`src/rtl/fetch_pkg.sv`:
```
// Shared definitions for the instruction fetch slice: the halt opcode,
// the PC value taken out of reset, the RUN/HALT state encoding and the
// saturating increment used by the optional fetch counter.
// Optional feature macro: FETCH_PERF_CNT_EN (fetch_cnt_o performance counter).
package fetch_pkg;

   localparam logic [7:0] OPC_HALT = 8'hE0;
   localparam logic [7:0] RESET_PC = 8'h00;
   localparam int         CNT_W    = 16;

   typedef enum logic {
      RUN  = 1'b0,
      HALT = 1'b1
   } fetch_state_e;

   // Counter increment that sticks at all-ones instead of rolling over.
   function automatic logic [CNT_W-1:0] sat_inc(input logic [CNT_W-1:0] value);
      logic [CNT_W-1:0] result;
      result = value;
      if (value != {CNT_W{1'b1}}) begin
         result = value + 1'b1;
      end
      return result;
   endfunction

endpackage

```
`src/rtl/fetch_unit_if.sv`:
```
// Instruction ROM bus between the fetch unit and the ROM.
// The ROM answers combinationally: rom_data_i is the word at rom_addr_o
// in the same cycle. The fetch side uses the master modport and the ROM
// (or the testbench standing in for it) uses the slave modport.
// Optional feature macro: FETCH_PERF_CNT_EN (not used in this file).
interface fetch_unit_if;

   logic [7:0] rom_addr_o;
   logic [7:0] rom_data_i;

   modport master (
      output rom_addr_o,
      input  rom_data_i
   );

   modport slave (
      input  rom_addr_o,
      output rom_data_i
   );

endinterface

```
`src/rtl/fetch_pc.sv`:
```
// Program counter for the fetch unit. It holds the address currently
// presented to the ROM, steps by one on each accepted fetch (wrapping
// 0xFF -> 0x00 through plain 8-bit overflow) and loads the branch target
// on a redirect. A redirect outranks the increment.
// Optional feature macro: FETCH_PERF_CNT_EN (not used in this file).
module fetch_pc
   import fetch_pkg::*;
(
   input  logic       clk_i,
   input  logic       rst_ni,
   input  logic       advance_i,
   input  logic       redirect_i,
   input  logic [7:0] redirect_addr_i,
   output logic [7:0] pc_o
);

   logic [7:0] pc_d;
   logic [7:0] pc_q;

   // Pick the next PC: redirect target first, then the sequential
   // successor, otherwise hold where we are.
   always_comb begin
      pc_d = pc_q;
      if (redirect_i) begin
         pc_d = redirect_addr_i;
      end else if (advance_i) begin
         pc_d = pc_q + 8'd1;
      end
   end

   // PC register; reset puts fetch back at the reset vector.
   always_ff @(posedge clk_i or negedge rst_ni) begin
      if (!rst_ni) begin
         pc_q <= RESET_PC;
      end else begin
         pc_q <= pc_d;
      end
   end

   assign pc_o = pc_q;

endmodule

```
`src/rtl/fetch_unit.sv`:
```
// Single-issue instruction fetch stage. Each unstalled cycle it latches
// the ROM word at the current PC into inst_o/pc_o and moves the PC on.
// A downstream redirect replaces the PC and inserts one bubble; fetching
// the halt opcode parks the unit in HALT until the next reset.
// Optional feature macro: FETCH_PERF_CNT_EN adds the fetch_cnt_o counter.
module fetch_unit
   import fetch_pkg::*;
(
   input  logic             clk_i,
   input  logic             rst_ni,
   input  logic             stall_i,
   input  logic             redirect_i,
   input  logic [7:0]       redirect_addr_i,
   fetch_unit_if.master     rom_if,
   output logic [7:0]       inst_o,
   output logic [7:0]       pc_o,
   output logic             valid_o,
   output logic             halted_o
`ifdef FETCH_PERF_CNT_EN
   ,
   output logic [CNT_W-1:0] fetch_cnt_o
`endif
);

   fetch_state_e state_d;
   fetch_state_e state_q;

   logic [7:0] cur_pc;
   logic       fetch_go;
   logic       take_redirect;

   logic [7:0] inst_d;
   logic [7:0] inst_q;
   logic [7:0] pc_out_d;
   logic [7:0] pc_out_q;
   logic       valid_d;
   logic       valid_q;

   fetch_pc u_fetch_pc (
      .clk_i           (clk_i),
      .rst_ni          (rst_ni),
      .advance_i       (fetch_go),
      .redirect_i      (take_redirect),
      .redirect_addr_i (redirect_addr_i),
      .pc_o            (cur_pc)
   );

   assign rom_if.rom_addr_o = cur_pc;

   // State register for the RUN/HALT machine.
   always_ff @(posedge clk_i or negedge rst_ni) begin
      if (!rst_ni) begin
         state_q <= RUN;
      end else begin
         state_q <= state_d;
      end
   end

   // HALT is entered only when the halt opcode is actually accepted;
   // a redirect in the same cycle wins and keeps us running. There is
   // no way back out of HALT except reset.
   always_comb begin
      state_d = state_q;
      unique case (state_q)
         RUN: begin
            if (!redirect_i && !stall_i && (rom_if.rom_data_i == OPC_HALT)) begin
               state_d = HALT;
            end
         end
         HALT: begin
            state_d = HALT;
         end
         default: begin
            state_d = RUN;
         end
      endcase
   end

   // Work out what the fetch stage does this cycle. In RUN a redirect
   // beats a stall and drops valid for one bubble while keeping the old
   // instruction and PC on the outputs; an unstalled cycle loads the ROM
   // word. In HALT the PC is frozen, redirects are ignored and valid is
   // cleared as soon as decode takes the last instruction.
   always_comb begin
      fetch_go      = 1'b0;
      take_redirect = 1'b0;
      inst_d        = inst_q;
      pc_out_d      = pc_out_q;
      valid_d       = valid_q;
      unique case (state_q)
         RUN: begin
            if (redirect_i) begin
               take_redirect = 1'b1;
               valid_d       = 1'b0;
            end else if (!stall_i) begin
               fetch_go = 1'b1;
               inst_d   = rom_if.rom_data_i;
               pc_out_d = cur_pc;
               valid_d  = 1'b1;
            end
         end
         HALT: begin
            if (!stall_i) begin
               valid_d = 1'b0;
            end
         end
         default: begin
            valid_d = 1'b0;
         end
      endcase
   end

   // Output registers for the fetched instruction and its address.
   always_ff @(posedge clk_i or negedge rst_ni) begin
      if (!rst_ni) begin
         inst_q   <= 8'h00;
         pc_out_q <= 8'h00;
         valid_q  <= 1'b0;
      end else begin
         inst_q   <= inst_d;
         pc_out_q <= pc_out_d;
         valid_q  <= valid_d;
      end
   end

   assign inst_o   = inst_q;
   assign pc_o     = pc_out_q;
   assign valid_o  = valid_q;
   assign halted_o = (state_q == HALT);

`ifdef FETCH_PERF_CNT_EN
   logic [CNT_W-1:0] fetch_cnt_d;
   logic [CNT_W-1:0] fetch_cnt_q;

   // Count every newly loaded instruction, sticking at the top value.
   always_comb begin
      fetch_cnt_d = fetch_cnt_q;
      if (fetch_go) begin
         fetch_cnt_d = sat_inc(fetch_cnt_q);
      end
   end

   // Performance counter register, cleared by reset.
   always_ff @(posedge clk_i or negedge rst_ni) begin
      if (!rst_ni) begin
         fetch_cnt_q <= '0;
      end else begin
         fetch_cnt_q <= fetch_cnt_d;
      end
   end

   assign fetch_cnt_o = fetch_cnt_q;
`endif

endmodule

```
`src/flat_wrapper.sv`:
```
// flat-port wrapper written by rule: the top's interface ports become plain ports
module fetch_unit_flat import fetch_pkg::*;
  (clk_i, rst_ni, stall_i, redirect_i, redirect_addr_i, inst_o, pc_o, valid_o, halted_o, rom_if_rom_addr_o, rom_if_rom_data_i);
  fetch_unit_if rom_if_i ();
  input  logic clk_i;
  input  logic rst_ni;
  input  logic stall_i;
  input  logic redirect_i;
  input  logic [7:0] redirect_addr_i;
  output logic [7:0] inst_o;
  output logic [7:0] pc_o;
  output logic valid_o;
  output logic halted_o;
  output wire logic [$bits(rom_if_i.rom_addr_o)-1:0] rom_if_rom_addr_o;
  input wire logic [$bits(rom_if_i.rom_data_i)-1:0] rom_if_rom_data_i;
  assign rom_if_rom_addr_o = rom_if_i.rom_addr_o;
  assign rom_if_i.rom_data_i = rom_if_rom_data_i;
  fetch_unit u_core (.clk_i(clk_i), .rst_ni(rst_ni), .stall_i(stall_i), .redirect_i(redirect_i), .redirect_addr_i(redirect_addr_i), .rom_if(rom_if_i), .inst_o(inst_o), .pc_o(pc_o), .valid_o(valid_o), .halted_o(halted_o));
endmodule
```
`config.mk`:
```
export PLATFORM = sky130hd
export DESIGN_NAME = fetch_unit_flat
export DESIGN_NICKNAME = d
export VERILOG_FILES = /design/src/rtl/fetch_pkg.sv /design/src/rtl/fetch_unit_if.sv /design/src/rtl/fetch_pc.sv /design/src/rtl/fetch_unit.sv /design/src/flat_wrapper.sv
export SDC_FILE = /design/constraint.sdc
export NUM_CORES = 1
export LEC_CHECK = 0
export CORE_MARGIN = 3
export CORE_UTILIZATION = 40
export CTS_CLUSTER_SIZE = 10
export DETAILED_ROUTE_END_ITERATION = 16
export PLACE_DENSITY = 0.78
export SLEW_MARGIN = 20
export SYNTH_ARGS = -nofsm -noshare
export SYNTH_HDL_FRONTEND = slang
export SYNTH_SLANG_ARGS = --single-unit
```
`constraint.sdc`:
```
create_clock -name clk_i -period 3.9 [get_ports clk_i]
set_input_delay 0.78 -clock clk_i [delete_from_list [all_inputs] [get_ports clk_i]]
set_output_delay 0.78 -clock clk_i [all_outputs]
set_load 0.1 [all_outputs]
```
# Word level (Yosys, flattened, before mapping)
# Index checks and enable logic that the tools add are counted.
# classes
add_sub_neg	1
multipliers	0
n_div	0
magnitude_cmp	0
eq_ne	3
n_shift	0
mux	13
bitwise	3
reduce_logical	7
# ops
op	n
2-to-1 mux 8 bit	2
2-to-1 mux 1 bit	9
adder 8 x 1 -> 8 bit (second input constant)	1
== test 8 bit (second input constant)	1
one-hot mux 1 bit (2 select lines)	2
inequality test 3 bit (second input constant)	1
NOT 1 bit	3
AND reduction 3 bit	1
logical AND 1 bit	2
logical NOT 1 bit	2
inequality test 2 bit (second input constant)	1
AND reduction 2 bit	1
nonzero test 2 bit	1
# word_totals
register_bits	26
latch_bits	0
ramBits	0
mem_bits_ro	0
input_bits	20
output_inout_bits	26
elab_cells	32
n_memories	0

# Logic depth before layout (Yosys ltp)
# Gate-level depths: netlist of the first run.
# logic_depth
word_depth	5
depth_mapped	5
mapped_depth_nobuf	5

# By module
# A second synthesis of the first run with hierarchy kept.
# hier_totals
hier_cells	93
area_unflattened_um2	1201.2
# by_module_without_submodules
module	n_inst	cells_each	area_per_inst_um2	seq_area_each_um2
fetch_unit	1	44	750.7	450.4
fetch_pc	1	49	450.4	200.2

# Worst setup path before layout of the first run
# Ideal clock, no wire load.
# synth_path
path_kind	register -> register
from	register u_core.u_fetch_pc.pc_q[0] (netlist: u_core.u_fetch_pc.pc_o[0])
to	register u_core.u_fetch_pc.pc_q[6] (netlist: u_core.u_fetch_pc.pc_o[6])
setup_ns	0.128
arrival_time_ns	1.773
t_required_ns	3.772
path_slack_ns	1.999
path_stages_with_launch	6
path_buffers	0
synth_period_minus_slack_ns	1.901
cell_sequence	dfrtp_1 -> ha_1 -> nand4b_1 -> nor2_1 -> nor3b_1 -> nand3b_1
# synth_between
elab_chain_cells	3
# synth_rtl
item	line	source
from (decl)	fetch_pc.sv:18	logic [7:0] pc_q;
from (signal assigned)	fetch_pc.sv:36	pc_q <= pc_d;
adder 8 x 1 -> 8 bit	fetch_pc.sv:27	pc_d = pc_q + 8'd1;
2-to-1 mux 8 bit	fetch_pc.sv:26	end else if (advance_i) begin
2-to-1 mux 8 bit	fetch_pc.sv:24	if (redirect_i) begin
# Every way passes these cells. The select of a mux whose other input is x is not followed.
# A chain may end at the register's enable or synchronous reset.

# Final worst setup path of the first run
# layout_path
from	register u_core.u_fetch_pc.pc_q[3] (netlist: u_core.u_fetch_pc.pc_o[3])
to	output port rom_if_rom_addr_o[3]
# layout_rtl
item	line	source
to (decl)	flat_wrapper.sv:14	output wire logic [$bits(rom_if_i.rom_addr_o)-1:0] rom_if_rom_addr_o;
# No word-level cell between the ends.

==> flow_metrics.env, run 1 <==
export IMPL_status="complete, no violations"
export IMPL_cp_max_fo=8
export IMPL_ys_seq_area_frac=0.5231
export IMPL_arrival_ns=2.01
export IMPL_slew_violations=0
export IMPL_synth_nets=119
export IMPL_dr_wl_met2_um=1452
export IMPL_io_pin_count=46
export IMPL_ys_seq_elements=26
export IMPL_routed_wl_um=2838
export IMPL_grt_pass1_wl_um=4602
export IMPL_synth_simple_gate_area_frac=0.1117
export IMPL_setup_viol=0
export IMPL_r2r_cells=3
export IMPL_ir_worst_vdd_mv=0.2090
export IMPL_cts_tree="yes"
export IMPL_p_leak_nw=0.7549
export IMPL_tns_ns=0
export IMPL_htree_num_levels=1
export IMPL_clkTransAtPathRegs_ns=0.14
export IMPL_synthXorXnorAreaFrac=0.01408
export IMPL_gp_congestion=0.7107
export IMPL_routedWlPerCell_um=16.40
export IMPL_nets=164
export IMPL_core_area_sq_um=2853
export IMPL_synthFlopType="dfrtp_1"
export IMPL_die_h_um=61.76
export IMPL_path_class="reg -> out"
export IMPL_rr_endpoint="u_core.inst_o[4]"
export IMPL_dp_slack_ns=1.471
export IMPL_drive_gt1_frac=0.1761
export IMPL_firstDrtPassIters=4
export IMPL_route_detailed_drc=0
export IMPL_numCtsBuffers=3
export IMPL_via_per_inst=5.532
export IMPL_synth_warnings=0
export IMPL_synth_top_cell_area_share=0.5231
export IMPL_synth_compound_area_frac=0.1127
export IMPL_syn_inst=98
export IMPL_clk_path_buf_depth=2
export IMPL_synthAdderAreaFrac=0.01006
export IMPL_synthMuxAreaShare=0.1851
export IMPL_startpoint_type="register"
export IMPL_worst_pin_slew_ns=0.9916
export IMPL_cap_violations=0
export IMPL_yosysTopAreaCell="dfrtp_1"
export IMPL_async_flop_share=1.000
export IMPL_end_kind="output port"
export IMPL_grt_usage=0.1623
export IMPL_fin_crit_sh=0.7147
export IMPL_ant_nets=0
export IMPL_root_buffer="clkbuf_4"
export IMPL_clk_latency_ns=0.33
export IMPL_critical_path_depth=1
export IMPL_syn_avg_cell_area_sq_um=12.69
export IMPL_endpoint="rom_if_rom_addr_o[3]"
export IMPL_fin_hold_ws_ns=0.4177
export IMPL_routed_top_layer="met4"
export IMPL_globalRouteOverflowTotal=0
export IMPL_finClkSkew_ns=0.01328
export IMPL_fin_crit_ns=2.787
export IMPL_syn_cell_area_sq_um=1244
export IMPL_cts_setup_buffers=0
export IMPL_std_cell_rows=19
export IMPL_crit_family="buffers and inverters"
export IMPL_die_area_sq_um=3814
export IMPL_timing_fmax_ghz=0.3588
export IMPL_hp_class="in -> async"
export IMPL_rsz0062_at_grt="no"
export IMPL_synth_top_family_by_area="multiplexers"
export IMPL_synth_commonest_cells="dfrtp_1 (26), a22oi_1 (9), mux2_2 (8), mux2_4 (8), o21ai_0 (7)"
export IMPL_synth_edff_count=0
export IMPL_met1_length_um=1234
export IMPL_synth_area_leaders="dfrtp_1 (52%), mux2_4 (9.7%), mux2_2 (7.2%), a22oi_1 (5.4%), o21ai_0 (2.8%)"
export IMPL_num_antenna_cells=0
export IMPL_slowest_delay_ns=1.18
export IMPL_crit_chain="clkdlybuf4s50_1"
export IMPL_yosysMostFrequentCell="dfrtp_1"
export IMPL_rr_startpoint="u_core.halted_o"
export IMPL_grt_pass1_vias=996
export IMPL_clock_sinks=26
export IMPL_r2r_slack_ns=2.31
export IMPL_startpoint="u_core.u_fetch_pc.pc_o[3]"
export IMPL_critPathSlowestCell="clkdlybuf4s50_1"
export IMPL_die_w_um=61.76
export IMPL_post_dp_hpwl_um=2157
export IMPL_cts_resized=0
export IMPL_start_util=0.4360
export IMPL_yosysUniqueCellTypes=31
export IMPL_cp_data_required_time_ns=3.12
export IMPL_p_per_area_nw_per_um2=548.7
export IMPL_io_buffers=45
export IMPL_worst_slack_ns=1.113
export IMPL_grt_max_degree=27
export IMPL_area_delta_synth_final_pct=37.93
export IMPL_dr_wl_met3_um=104
export IMPL_cts_hold_fix_buffers=0
export IMPL_first_iter_violations=25
export IMPL_critPathBufInv=1
export IMPL_antenna_found_initial=0
export IMPL_finalHoldViolCount=0
export IMPL_vias=957
export IMPL_slew_headroom=0.3369
[flip-flops by register name, summed over array words and instances, names as in the netlist]
register,flops
u_core.inst_o,8
u_core.pc_o,8
u_core.u_fetch_pc.pc_o,8
u_core.halted_o,1
u_core.valid_o,1
[report_power, final]
group	total [mW]	internal, mW	switching, mW
Clock	0.136	0.0572	0.0787
Combinational	0.463	0.124	0.339
Sequential	0.342	0.307	0.0349
[worst min path at each step]
stage | start | end | slack, ns
2_1_floorplan | rst_ni | u_core.halted_o | 0.48
3_3_place_gp | u_core.pc_o[7] | u_core.pc_o[7] | 0.49
3_5_place_dp | u_core.pc_o[7] | u_core.pc_o[7] | 0.49
4_1_cts | rst_ni | u_core.u_fetch_pc.pc_o[0] | 0.44
5_1_grt | rst_ni | u_core.pc_o[7] | 0.48
6_report | rst_ni | u_core.u_fetch_pc.pc_o[0] | 0.42
[layout by cell type, fill, tap and decap left out, drive strengths merged, types with 2 or more instances in the layout]
cell and n:
clkdlybuf4s50 43, dfrtp 26, mux2 16, a22oi 9, o21ai 7, nor2 6, a21oi 4, clkbuf 4
and3 3, nor3 2, nand3b 2, mux2i 2, inv 2, nand2 2, buf 2
[per-stage QoR]
step | util | power [mW] | cells | cell area (sq um)
global route | 0.6013 | 0.9734 | 173 | 1715
floorplan | - | 0.6915 | 98 | 1244
finish | 0.6013 | 0.9412 | 173 | 1715
global placement | 0.5904 | 0.8066 | 169 | 1684
detailed placement | 0.5886 | 0.8127 | 169 | 1679
CTS | 0.6013 | 0.9481 | 173 | 1715
[metal layers]
layer  global-route usage  vias to the layer above
met5                    0                        -
met4              0.06667                        0
met3              0.01653                        4
met2               0.2706                       25
met1               0.2164                      480
li1                     -                      448
[area by class of cell]
class                           count  area, sq um
Fill cell                         240         1137
Sequential cell                    26        650.6
Timing Repair Buffer               45        442.9
Clock buffer                        4        36.28
Tap cell                           31        38.79
Inverter                            2        7.507
Multi-Input combinational cell     65        539.3
[logic make-up (layout without fill, tap and decap cells)]
family,after synthesis,after routing
buffers and inverters,7,51
AO/OA/AOI/OAI,22,22
multiplexers,18,18
flip-flops,26,26
adder cells (fa/ha/maj),1,1
XOR/XNOR,2,2
AND/OR/NAND/NOR,22,22
Note: power is estimated with default switching activity, not from simulation.
==> run 2: changes to the inputs <==
--- a/config.mk
+++ b/config.mk
@@ -6,10 +6,10 @@
 export NUM_CORES = 1
 export LEC_CHECK = 0
 export CORE_MARGIN = 3
-export CORE_UTILIZATION = 40
+export CORE_UTILIZATION = 39
 export CTS_CLUSTER_SIZE = 10
 export DETAILED_ROUTE_END_ITERATION = 16
-export PLACE_DENSITY = 0.78
+export PLACE_DENSITY = 0.8
 export SLEW_MARGIN = 20
 export SYNTH_ARGS = -nofsm -noshare
 export SYNTH_HDL_FRONTEND = slang
==> constraint.sdc (replaced) <==
create_clock -name clk_i -period 2.55 [get_ports clk_i]
set_input_delay 0.51 -clock clk_i [delete_from_list [all_inputs] [get_ports clk_i]]
set_output_delay 0.51 -clock clk_i [all_outputs]
set_load 0.1 [all_outputs]
==> run 2 against run 1 <==
Effect of this change: total power rose by 51%; largest cell class unchanged; non-clock buffer count is 3 higher; clock-buffer cell count did not move; cell count is 8.1% higher; wire length fell by 2.8%; die area rose by 2.3%; critical path depth is the same; largest power group unchanged; flip-flop and latch count stayed put; via count increased by 1.4%; first-iteration DRC count is 88% higher; critical path type unchanged.
==> flow_metrics.env, run 2 (synthesis gave the netlist of run 1 again) <==
export IMPL_route_detailed_drc=0
export IMPL_routedWlPerCell_um=14.75
export IMPL_first_iter_violations=47
export IMPL_arrival_ns=1.46
export IMPL_std_cell_rows=19
export IMPL_critPathBufInv=1
export IMPL_io_buffers=45
export IMPL_gp_congestion=0.7915
export IMPL_status="complete, no violations"
export IMPL_clk_latency_ns=0.32
export IMPL_rsz0062_at_grt="no"
export IMPL_grt_usage=0.1475
export IMPL_grt_pass1_vias=977
export IMPL_die_area_sq_um=3903
export IMPL_routed_wl_um=2758
export IMPL_htree_num_levels=1
export IMPL_cp_data_required_time_ns=2.04
export IMPL_drive_gt1_frac=0.3586
export IMPL_ant_nets=0
export IMPL_crit_chain="buf_4"
export IMPL_clkTransAtPathRegs_ns=0.14
export IMPL_area_delta_synth_final_pct=36.22
export IMPL_core_area_sq_um=2900
export IMPL_finClkSkew_ns=0.003239
export IMPL_fin_hold_ws_ns=0.5223
export IMPL_clock_sinks=26
export IMPL_cts_tree="yes"
export IMPL_root_buffer="clkbuf_4"
export IMPL_utilization=0.5841
export IMPL_fin_crit_sh=0.7745
export IMPL_finalHoldViolCount=0
export IMPL_io_pin_count=46
export IMPL_dp_cells=183
export IMPL_cp_max_fo=17
export IMPL_globalRouteOverflowTotal=0
export IMPL_startpoint_type="register"
export IMPL_num_antenna_cells=0
export IMPL_layout_commonest_cell="buf_4"
export IMPL_cts_setup_buffers=0
export IMPL_slowest_delay_ns=0.75
export IMPL_cts_resized=0
export IMPL_vias=970
export IMPL_timing_fmax_ghz=0.5063
export IMPL_grt_max_degree=27
export IMPL_antenna_found_initial=0
export IMPL_start_util=0.4288
export IMPL_grt_pass1_wl_um=4726
export IMPL_clk_path_buf_depth=2
export IMPL_hp_class="reg -> reg"
export IMPL_p_per_area_nw_per_um2=836.6
export IMPL_slew_violations=0
export IMPL_cap_violations=0
export IMPL_slew_headroom=0.6043
export IMPL_end_kind="output port"
export IMPL_stdcell_count=187
export IMPL_fin_crit_ns=1.975
export IMPL_cts_hold_fix_buffers=0
export IMPL_setup_viol=0
export IMPL_critPathSlowestCell="dfrtp_1"
export IMPL_crit_family="flip-flops"
export IMPL_via_per_inst=5.187
export IMPL_r2r_slack_ns=0.97
export IMPL_post_dp_hpwl_um=2014
export IMPL_tns_ns=0
export IMPL_p_leak_nw=0.7962
export IMPL_final_cell_mix="buf_4 (29), dfrtp_1 (26), clkdlybuf4s50_1 (19)"
export IMPL_numCtsBuffers=3
export IMPL_ir_worst_vdd_mv=0.3197
export IMPL_path_class="reg -> out"
export IMPL_worst_pin_slew_ns=0.5936
export IMPL_firstDrtPassIters=4
export IMPL_p_total_mw=1.417
export IMPL_die_w_um=62.47
export IMPL_die_h_um=62.47
export IMPL_nets=167
[run 2: changes by cell type in the layout (fill, tap and decap cells not counted)]
cell             before  now
clkdlybuf4s50_1      43   19
buf_4                 1   29
buf_2                 1    0
[run 2: final timing paths]
kind                                 start                        end  depth (start not counted)
max                        u_core.halted_o                   halted_o                          1
min                         u_core.pc_o[7]             u_core.pc_o[7]                          1
max reg2reg                u_core.halted_o           u_core.inst_o[3]                          3
min reg2reg                 u_core.pc_o[7]             u_core.pc_o[7]                          1
max in group asynchronous           rst_ni  u_core.u_fetch_pc.pc_o[6]                          2
min in group asynchronous           rst_ni  u_core.u_fetch_pc.pc_o[7]                          2
[run 2: metal layers]
metal | track usage | vias to the layer above | share of wire
li1 | - | 454 | -
met4 | 0.05510 | 0 | 0.014
met5 | 0 | - | 0
met3 | 0.03597 | 4 | 0.050
met1 | 0.1930 | 482 | 0.46
met2 | 0.2357 | 30 | 0.48
[run 2: where the power goes]
part | internal (mW) | total (mW) | switching, mW
Clock | 0.0872 | 0.207 | 0.120
Combinational | 0.174 | 0.690 | 0.516
Sequential | 0.470 | 0.520 | 0.0506
[run 2: through the flow]
stage	setup WS, ns	cell area, sq um
finish	0.5750	1694
global route	0.5020	1694
CTS	0.5877	1694
detailed placement	0.4960	1658
global placement	0.5242	1658
floorplan	0.6488	1244
[run 2: final cells by class]
class	count	area, sq um
fill	250	1206
sequential	26	650.6
clock buffer	4	36.28
tap	42	52.55
multi-input combinational	65	539.3
timing repair buffer	48	407.9
inverter	2	7.507
==> run 3: changes to the inputs <==
--- a/config.mk
+++ b/config.mk
@@ -6,10 +6,10 @@
 export NUM_CORES = 1
 export LEC_CHECK = 0
 export CORE_MARGIN = 3
-export CORE_UTILIZATION = 39
+export CORE_UTILIZATION = 40
 export CTS_CLUSTER_SIZE = 10
 export DETAILED_ROUTE_END_ITERATION = 16
-export PLACE_DENSITY = 0.8
+export PLACE_DENSITY = 0.78
 export SLEW_MARGIN = 20
 export SYNTH_ARGS = -nofsm -noshare
 export SYNTH_HDL_FRONTEND = slang
==> constraint.sdc (replaced) <==
create_clock -name clk_i -period 2.1 [get_ports clk_i]
set_input_delay 0.42 -clock clk_i [delete_from_list [all_inputs] [get_ports clk_i]]
set_output_delay 0.42 -clock clk_i [all_outputs]
set_load 0.1 [all_outputs]
==> run 3 against run 2 <==
Effect of this change: critical path depth unchanged; via count decreased by 2.9%; wire length shrank 1.3%; total power grew 28%; critical endpoint is now rom_if_rom_addr_o[0]; design area up 1.3%; register-to-register slack got worse by 0.37 ns; global-route usage rose by 1.3 points; setup slack worse by 0.080 ns; clock power up 65%; utilization rose by 1.8 points.
==> flow_metrics.env, run 3 (synthesis gave the netlist of run 1 again) <==
export IMPL_die_area_sq_um=3814
export IMPL_r2r_slack_ns=0.60
export IMPL_status="complete, no violations"
export IMPL_cts_hold_fix_buffers=0
export IMPL_end_kind="output port"
export IMPL_dp_slack_ns=0.2278
export IMPL_io_pin_count=46
export IMPL_std_cell_rows=19
export IMPL_final_cell_mix="buf_4 (29), dfrtp_1 (26), clkdlybuf4s50_1 (19)"
export IMPL_area_delta_synth_final_pct=38.03
export IMPL_startpoint_type="register"
export IMPL_r2r_cells=4
export IMPL_start_util=0.4360
export IMPL_first_iter_violations=32
export IMPL_fin_crit_ns=1.605
export IMPL_fin_crit_sh=0.7643
export IMPL_worst_slack_ns=0.4950
export IMPL_cts_setup_buffers=0
export IMPL_critPathBufInv=1
export IMPL_antenna_found_initial=0
export IMPL_critPathSlowestCell="dfrtp_1"
export IMPL_clk_latency_ns=0.32
export IMPL_slowest_delay_ns=0.52
export IMPL_p_leak_nw=0.8114
export IMPL_grt_pass1_wl_um=4560
export IMPL_finClkSkew_ns=0.01261
export IMPL_rsz0062_at_grt="no"
export IMPL_cp_data_required_time_ns=1.68
export IMPL_crit_chain="buf_4"
export IMPL_die_w_um=61.76
export IMPL_clock_sinks=26
export IMPL_tns_ns=0
export IMPL_route_detailed_drc=0
export IMPL_post_dp_hpwl_um=2114
export IMPL_rr_endpoint="u_core.u_fetch_pc.pc_o[7]"
export IMPL_seqCellArea_sq_um=650.6
export IMPL_io_buffers=45
export IMPL_clkTransAtPathRegs_ns=0.15
export IMPL_via_per_inst=5.322
export IMPL_ant_nets=0
export IMPL_crit_family="flip-flops"
export IMPL_core_area_sq_um=2853
export IMPL_vias=942
export IMPL_ir_worst_vdd_mv=0.3539
export IMPL_finalHoldViolCount=0
export IMPL_timing_fmax_ghz=0.6231
export IMPL_grt_max_degree=27
export IMPL_hp_class="in -> async"
export IMPL_cts_resized=0
export IMPL_rr_startpoint="u_core.halted_o"
export IMPL_layout_commonest_cell="buf_4"
export IMPL_globalRouteOverflowTotal=0
export IMPL_cts_tree="yes"
export IMPL_slew_headroom=0.6322
export IMPL_die_h_um=61.76
export IMPL_root_buffer="clkbuf_4"
export IMPL_nets=168
export IMPL_clk_path_buf_depth=2
export IMPL_setup_viol=0
export IMPL_slew_violations=0
export IMPL_grt_pass1_vias=934
export IMPL_cp_max_fo=7
export IMPL_numCtsBuffers=3
export IMPL_nFillCells=238
export IMPL_firstDrtPassIters=4
export IMPL_num_antenna_cells=0
export IMPL_p_per_area_nw_per_um2=1059
export IMPL_arrival_ns=1.19
export IMPL_routedWlPerCell_um=15.37
export IMPL_cap_violations=0
export IMPL_critical_path_depth=1
export IMPL_p_total_mw=1.819
export IMPL_gp_congestion=0.7172
export IMPL_utilization=0.6018
export IMPL_worst_pin_slew_ns=0.5497
export IMPL_drive_gt1_frac=0.3630
export IMPL_multi_input_area_sq_um=539.3
export IMPL_htree_num_levels=1
export IMPL_path_class="reg -> out"
export IMPL_routed_wl_um=2721
export IMPL_grt_usage=0.1603
run 3: cell count changes in the layout (fill, tap and decap cells not counted), sizes merged:
cell and change:
buf +1, bufinv +1, clkbuf -1
run 3: worst max path at each step:
stage / from / to / slack (ns)
finish: u_core.u_fetch_pc.pc_o[0] / rom_if_rom_addr_o[0] / 0.49
global route: u_core.u_fetch_pc.pc_o[0] / rom_if_rom_addr_o[0] / 0.44
detailed placement: stall_i / u_core.inst_o[4] / 0.23
CTS: u_core.u_fetch_pc.pc_o[0] / rom_if_rom_addr_o[0] / 0.50
floorplan: u_core.u_fetch_pc.pc_o[0] / u_core.u_fetch_pc.pc_o[6] / 0.20
global placement: stall_i / u_core.inst_o[5] / 0.26
run 3: cell type report:
cell class	instances	share of cell area
Clock buffer	3	0.01312
Clock inverter	1	0.01749
Inverter	2	0.004373
Multi-Input combinational cell	65	0.3141
Sequential cell	26	0.3790
Tap cell	31	0.02259
Timing Repair Buffer	49	0.2493
run 3: power breakdown:
part | switching [mW] | internal (mW)
clock | 0.149 | 0.193
sequential | 0.0634 | 0.570
combinational | 0.629 | 0.214
run 3: routing by layer:
metal | global-route usage | vias to the layer above | wire length, um
li1 | - | 458 | -
met1 | 0.2418 | 457 | 1261
met2 | 0.2436 | 23 | 1347
met3 | 0.01240 | 4 | 74
met4 | 0.05455 | 0 | 38
met5 | 0 | - | 0
run 3: metrics by stage:
step           hold WS (ns)  std cells  instance area (sq um)
2_1_floorplan        0.1244         98                   1244
4_1_cts              0.4563        177                   1717
5_1_grt              0.4507        177                   1717
6_report             0.4393        177                   1717
3_3_place_gp         0.4908        173                   1664
3_5_place_dp         0.5018        173                   1664
